$ cat config.mk
export PLATFORM = sky130hd
export DESIGN_NAME = conv_window_feeder
export DESIGN_NICKNAME = d
export VERILOG_FILES = /design/src/rtl/conv_window_feeder.sv
export SDC_FILE = /design/constraint.sdc
export NUM_CORES = 1
export LEC_CHECK = 0
export BUFFER_PORTS_ARGS = -buffer_cell sky130_fd_sc_hd__buf_2
export CAP_MARGIN = 30
export CORE_ASPECT_RATIO = 1.25
export CORE_MARGIN = 2
export CORE_UTILIZATION = 50
export DETAILED_ROUTE_END_ITERATION = 12
export PLACE_DENSITY = 0.71
export SLEW_MARGIN = 25
export SYNTH_ARGS = -nofsm -noshare
export SYNTH_HDL_FRONTEND = slang
export SYNTH_SLANG_ARGS = --single-unit
$ cat constraint.sdc
create_clock -name clk -period 3.2 [get_ports clk]
set_clock_uncertainty 0.15 [all_clocks]
set_input_delay 0.8 -clock clk [delete_from_list [all_inputs] [get_ports clk]]
set_output_delay 0.8 -clock clk [all_outputs]
set_load 0.01 [all_outputs]
$ cat src/rtl/conv_window_feeder.sv
// conv_window_feeder: buffers two image lines and emits one 3x3 window
// per valid raster position on in/en.
// Ports: clk, reset (async, active low), start/img_width/img_height
// frame setup, pix_in/pix_valid/pix_ready pixel stream,
// in/en window output, busy and frame_done status.
module conv_window_feeder #(
   parameter int cell_bit = 8,
   parameter int N_cell   = 9,
   parameter int MAX_W    = 32,
   parameter int DIM_BITS = 6
) (
   input  logic                       clk,
   input  logic                       reset,
   input  logic                       start,
   input  logic [DIM_BITS-1:0]        img_width,
   input  logic [DIM_BITS-1:0]        img_height,
   input  logic [cell_bit-1:0]        pix_in,
   input  logic                       pix_valid,
   output logic                       pix_ready,
   output logic [cell_bit*N_cell-1:0] in,
   output logic                       en,
   output logic                       busy,
   output logic                       frame_done
);

   localparam int AW = (MAX_W > 1) ? $clog2(MAX_W) : 1;

   localparam logic [1:0] S_IDLE = 2'd0;
   localparam logic [1:0] S_RUN  = 2'd1;
   localparam logic [1:0] S_DONE = 2'd2;

   localparam logic [DIM_BITS-1:0] D_ONE  = DIM_BITS'(1);
   localparam logic [DIM_BITS-1:0] D_TWO  = DIM_BITS'(2);
   localparam logic [DIM_BITS-1:0] D_THR  = DIM_BITS'(3);
   localparam logic [DIM_BITS-1:0] D_MAXW = DIM_BITS'(MAX_W);

   logic [1:0]          state;
   logic [DIM_BITS-1:0] w_q;
   logic [DIM_BITS-1:0] h_q;
   logic [DIM_BITS-1:0] row;
   logic [DIM_BITS-1:0] col;

   logic [cell_bit-1:0] line_a [MAX_W];
   logic [cell_bit-1:0] line_b [MAX_W];
   logic [cell_bit-1:0] win    [N_cell];

   logic [AW-1:0]       idx;
   logic [cell_bit-1:0] top_new;
   logic [cell_bit-1:0] mid_new;
   logic                accept;
   logic                last_col;
   logic                last_row;
   logic                legal;

   assign idx      = col[AW-1:0];
   assign top_new  = line_a[idx];
   assign mid_new  = line_b[idx];
   assign accept   = (state == S_RUN) && pix_valid;
   assign last_col = (col == w_q - D_ONE);
   assign last_row = (row == h_q - D_ONE);
   assign legal    = (img_width >= D_THR) &&
                     (img_width <= D_MAXW) &&
                     (img_height >= D_THR);

   assign pix_ready  = (state == S_RUN);
   assign busy       = (state == S_RUN);
   assign frame_done = (state == S_DONE);

   always_ff @(posedge clk or negedge reset) begin
      if (!reset) begin
         state <= S_IDLE;
         w_q   <= '0;
         h_q   <= '0;
         row   <= '0;
         col   <= '0;
         en    <= 1'b0;
      end else begin
         en <= 1'b0;
         unique case (1'b1)
            (state == S_IDLE): begin
               if (start && legal) begin
                  w_q   <= img_width;
                  h_q   <= img_height;
                  row   <= '0;
                  col   <= '0;
                  state <= S_RUN;
               end
            end
            (state == S_RUN): begin
               if (pix_valid) begin
                  // window becomes complete once two full rows and
                  // two columns of the current row are behind us
                  en <= (row >= D_TWO) && (col >= D_TWO);
                  if (last_col) begin
                     col <= '0;
                     row <= row + D_ONE;
                     if (last_row)
                        state <= S_DONE;
                  end else begin
                     col <= col + D_ONE;
                  end
               end
            end
            default: begin
               state <= S_IDLE;
            end
         endcase
      end
   end

   // shift columns left; new right column comes from the two line
   // buffers (rows r-2, r-1) plus the incoming pixel (row r)
   always_ff @(posedge clk or negedge reset) begin
      if (!reset) begin
         for (int k = 0; k < N_cell; k++)
            win[k] <= '0;
      end else if (accept) begin
         for (int r = 0; r < 3; r++) begin
            win[3*r]   <= win[3*r+1];
            win[3*r+1] <= win[3*r+2];
         end
         win[2] <= top_new;
         win[5] <= mid_new;
         win[8] <= pix_in;
      end
   end

   always_ff @(posedge clk) begin
      if (accept) begin
         line_a[idx] <= mid_new;
         line_b[idx] <= pix_in;
      end
   end

   always_comb begin
      in = '0;
      for (int k = 0; k < N_cell; k++)
         in[k*cell_bit +: cell_bit] = win[k];
   end

endmodule

=== Yosys cells after proc, flatten, opt, wreduce, memory -nomap -nowiden ===
Memories as Yosys holds them, arrays and structs flattened. A register that Yosys moved wholly into a read port is not among the register bits.
Cells that the tools add are included.

* Memories: 2
* RAM bits: 512
* Flip-flop bits (word level): 91

* Add/subtract/negate cells: 4
* Muxes and demuxes: 16
* $lt $le $gt $ge: 5
* Equal/unequal tests: 8
* Reductions and logical operators: 12

{| class="wikitable"
|+ Memory list
! memory !! depth !! width !! rd ports !! clocked after Yosys merged registers in !! write ports !! line !! RTL
|-
| line_a || 32 || 8 || 1 || 1 || 1 || 43 || <nowiki>logic [cell_bit-1:0] line_a [MAX_W];</nowiki>
|-
| line_b || 32 || 8 || 1 || 0 || 1 || 44 || <nowiki>logic [cell_bit-1:0] line_b [MAX_W];</nowiki>
|}

{| class="wikitable"
|+ Operators with widths
! kind !! number
|-
| $mux W6 || 5
|-
| $ge A6 B2 Y1 const B || 4
|-
| $pmux W6 S2 || 2
|-
| $add A6 B1 Y6 const B || 2
|-
| $eq A6 B6 Y1 || 2
|-
| $sub A6 B1 Y6 const B || 2
|-
| $mux W2 || 4
|-
| $reduce_and A4 Y1 || 2
|-
| $le A6 B6 Y1 const B || 1
|-
| $ne A2 B1 Y1 const B || 3
|-
| $logic_and A1 B1 Y1 || 5
|-
| $mux W1 || 4
|-
| $pmux W2 S2 || 1
|-
| $reduce_and A3 Y1 || 1
|-
| $eq A2 B1 Y1 const B || 1
|-
| $eq A2 B2 Y1 const B || 1
|-
| $logic_not A2 Y1 || 1
|-
| $ne A2 B2 Y1 const B || 1
|-
| $reduce_and A2 Y1 || 1
|-
| $reduce_bool A2 Y1 || 1
|-
| $logic_not A1 Y1 || 1
|}

=== Longest topological paths before layout ===
* Depth in word-level cells: 6
* Gate-level depth with buffers: 9
* Gate-level depth less buffers: 7

=== Worst setup path after synthesis ===
OpenSTA, ideal clock, no wires.

* Kind: flip-flop to flip-flop
* From: register col[0]
* To: memory line_a[0][6], data pin
* Buffers on the path: 1
* Clock period less this slack: 3,109 ps
* Setup time: 481 ps
* Cell stages (with the launch flop): 5
* Arrival: 2,478 ps
* Path slack: 91 ps
* Required time: 2,569 ps
* Cell sequence: dfrtp_1 > buf_2 > mux4_2 > mux2i_1 > o311ai_1

* Longest elaborated chain between the ends: 1

{| class="wikitable"
|+ RTL lines
! item !! line !! RTL
|-
| from (decl) || 41 || <nowiki>logic [DIM_BITS-1:0] col;</nowiki>
|-
| from (signal assigned) || 100 || <nowiki>col <= col + D_ONE;</nowiki>
|-
| $mem_v2 Z32 W8 || -- ||
|-
| net mid_new[6] || 49 || <nowiki>logic [cell_bit-1:0] mid_new;</nowiki>
|-
| to (decl) || 43 ||
|}

The timed path passes the listed nets, and every way through them passes these cells.

=== Worst setup path after layout ===
* From: register col[1]
* To: register win (netlist bit in[41])

* Longest elaborated chain between the ends: 1

{| class="wikitable"
|+ RTL lines
! item !! line !! RTL
|-
| $mem_v2 Z32 W8 || -- ||
|-
| net mid_new[1] || 49 ||
|-
| to (signal, indexed assignment) || 119 || <nowiki>win[3*r] <= win[3*r+1];</nowiki>
|-
| to (signal, indexed assignment) || 120 || <nowiki>win[3*r+1] <= win[3*r+2];</nowiki>
|-
| to (decl) || 45 || <nowiki>logic [cell_bit-1:0] win [N_cell];</nowiki>
|}

The timed path passes the listed nets, and every way through them passes these cells.
A chain may end at the register's enable or synchronous reset.

==> results by group <==
Floorplan
  – X dimension of the die: 200 µm
  – FP Rows: 89
  – Die area: 49,800 µm²
  – Top-Level Pins: 100
  – Initial Util: 50.8%
  – Total core area: 47,300 µm²
  – Die height: 249 µm

Synthesis
  – Biggest area contributors in the synthesized netlist: edfxtp_1 64%, dfrtp_1 10%, mux4_2 6.3%
  – Top cell type by total area after synthesis: edfxtp_1
  – Avg Inst Size Synth: 16.6 µm²
  – Fraction of synthesized cell area taken by the top area cell type: 64.0%
  – Combined area of all synthesized cells: 24,000 µm²
  – Asr flop ratio synth: 16.2%
  – Number of flops mapped to enable cells by yosys: 512
  – Flip-flop and latch count after synthesis: 611
  – Total number of yosys warnings: 0
  – Most used DFF post-synth: edfxtp_1
  – Most common cell in the synthesized netlist: edfxtp_1
  – Sequential cell area fraction in the yosys report: 74.3%
  – Top cells by count, synth: 512 x edfxtp_1, 242 x nand2_1, 132 x mux2i_1
  – Post-synthesis cell count: 1,443
  – Unique masters post-synth: 60
  – Number of nets produced by synthesis: 1,475

Finish
  – Antenna Cells: 0
  – Growth of design area from synthesis to finish: 15.7%
  – Total number of nets in the final design: 1,664
  – Layout cells sized above 1: 23.0%
  – Fin util: 58.7%

Global routing
  – Largest net degree at the start of global routing: 86
  – Global route overflow: 0
  – Overall Global Routing Usage: 23.6%
  – Number of global-route vias before repair: 13,800
  – Initial antenna violation count: 0
  – Global-route wire length before repair: 86.1 mm

Flow run
  – # Max-Cap Violations: 0

Pwr
  – Pwr Density: 929 nW/µm²
  – Internal power contribution: 17.5 mW
  – Design Power: 25.8 mW
  – Peak supply drop: 0.505 mV
  – Sequential cell fraction of total power: 43.9%
  – P_leak: 10.0 nW
  – Net switching fraction of the power: 32.1%
  – Clock group share of total power: 25.6%
  – Switching power total: 8.29 mW
  – Combinational cell fraction of total power: 30.5%

Run status
  – Outcome: completed

Timing
  – Number of slew-limit violations in the final report: 0
  – RSZ-0062 raised after global routing: false
  – Slew at the pin closest to its max-slew limit: 0.939 ns
  – Maximum clock frequency: 0.319 GHz
  – Hold Fails Final Rpt: 0
  – WHS: 0.0137 ns
  – Time the final worst path needs with I/O delays and setup: 3.14 ns
  – Max-Slew Margin vs Limit: 37.3%
  – Final worst slack: 0.0627 ns
  – Post-route setup TNS: 0 ns
  – Fraction of the cycle the final worst path needs: 98.0%
  – Endpoints failing setup: 0

Placement
  – Worst slack after detailed placement: 0.0990 ns
  – I/O Buffers: 99
  – Final HPWL DP: 36.8 mm
  – GP Congestion: 0.932

Clocking
  – Worst-skew pair later-pin latency: 0.61 ns
  – Clock tree from TritonCTS: built
  – Count of cells resized by post-cts repair: 0
  – TritonCTS Buffers: 56
  – Quantity of hold-fixing buffers added after cts: 0
  – Deepest clock path buffer count: 3
  – Buffers inserted by post-CTS timing repair: 0
  – Clock edge transition at the registers on the reported setup and hold paths: 0.07 ns
  – Clock tree root buffer cell: clkbuf_16
  – CTS sink count: 611
  – Depth of the CTS H-tree: 2

Setup path
  – Start point of the critical path: col[1]
  – Required time reported for the critical path endpoint: 3.55 ns
  – Endpoint type of the worst setup path: register
  – Data arrival at the endpoint of the critical path: 3.49 ns
  – Category of the worst setup path launch point: register
  – Biggest fanout along the worst timing path: 38
  – Setup Crit Path Kind: register to register
  – Crit Reg-Reg Startpoint: col[1]

Detailed routing
  – Routed wire per std cell: 24.9 µm
  – Antenna Violating Nets Remaining: 0
  – Via density: 5.89
  – Violation count after the first detailed-routing iteration: 1,449
  – Total routed wire length on the met1 layer: 22.4 mm
  – Via count of the routed design: 13,600
  – Residual DRC: 0
  – Wire length after detailed routing: 57.7 mm
  – Total met3 wirelength after detailed routing: 4.08 mm
  – Uppermost metal layer occupied by signal nets: met4
  – Routed length on met2: 29.1 mm
  – Detailed-router iteration count before antenna repair: 7

Min path
  – Worst min path class: primary input to async pin
stage by stage:
stage	cells	instance area, µm²
global route	2314	27800
detailed placement	2211	26000
CTS	2314	27800
floorplan	1443	24000
global placement	2211	26000
finish	2314	27800
area by class of cell:
type                    count  area [µm²]
clock buffers              69        1480
fillers                  3484       19500
multi-input cells         744        5800
clock inverters            34         329
flip-flops and latches    611       17900
inverters                  10        37.5
repair buffers            209        1490
well taps                 637         797
per-layer routing:
layer | vias to the layer above | track usage (%)
li1 | 5930 | -
met1 | 6982 | 31.1
met2 | 587 | 39.7
met3 | 135 | 3.94
met4 | 0 | 8.59
met5 | - | 0
kinds of logic after synthesis:
| family | Yosys count | share of synthesized area, % |
|---|---|---|
| xor gates and xnor gates | 13 | 0.474 |
| adders and majority gates | 8 | 0.417 |
| DFF | 611 | 74.3 |
| AOI/OAI and AO/OA | 130 | 3.75 |
| muxes | 215 | 12.5 |
| buffers and inverters | 88 | 1.66 |
| and+or+nand+nor | 378 | 6.84 |
path summary, 6_finish.rpt:
check	slack (ns)	end	cells after the start
worst max-delay path	0.06	in[41]	7
worst min-delay path	0.01	state[0]	1
worst max register to register	0.06	in[41]	7
worst min register to register	0.32	in[7]	2
min in group clk	0.25	h_q[3]	3
max in group asynchronous	2.19	col[0]	2
placed cells by master (no fill, tap or decap), types with 8 or more instances in the layout:
cell type | Yosys | final
nand2b_1 | 8 | 8
buf_4 | 3 | 98
nand2_1 | 242 | 241
dfrtp_1 | 99 | 97
clkbuf_16 | 0 | 57
buf_12 | 0 | 13
clkbuf_1 | 31 | 11
edfxtp_1 | 512 | 512
clkinv_1 | 0 | 13
o22ai_1 | 58 | 58
mux2i_1 | 132 | 132
ha_1 | 8 | 8
clkinv_2 | 0 | 8
mux4_2 | 67 | 67
o21ai_0 | 14 | 14
inv_1 | 10 | 10
nor2_1 | 58 | 58
nor3_1 | 17 | 17
mux2_2 | 15 | 15
buf_2 | 34 | 98
a21oi_1 | 8 | 8
nor4_1 | 11 | 11
critical path: stages (launching register included):
cell	delay, ns
dfrtp_4	0.55
buf_12	0.29
mux2i_1	0.35
o22ai_1	0.14
nor4_1	0.67
o211ai_1	0.27
buf_12	0.24
mux2_2	0.28
registers in the layout, summed over array words and instances (netlist names):
name	count
in	72
state	2
w_q	6
line_a	256
line_b	256
en	1
h_q	6
col	6
row	6
power by group through the flow:
stage | Sequential [mW] | Clock, mW | Combinational (mW)
final | 11.3 | 6.61 | 7.89
after global routing | 11.4 | 7.03 | 8.46
after CTS | 11.3 | 6.72 | 7.94
after detailed placement | 11.5 | 0 | 7.91
after global placement | 11.4 | 0 | 7.74
after floorplan | 11.5 | 0 | 4.58
Power figures use the tool's default switching activity.
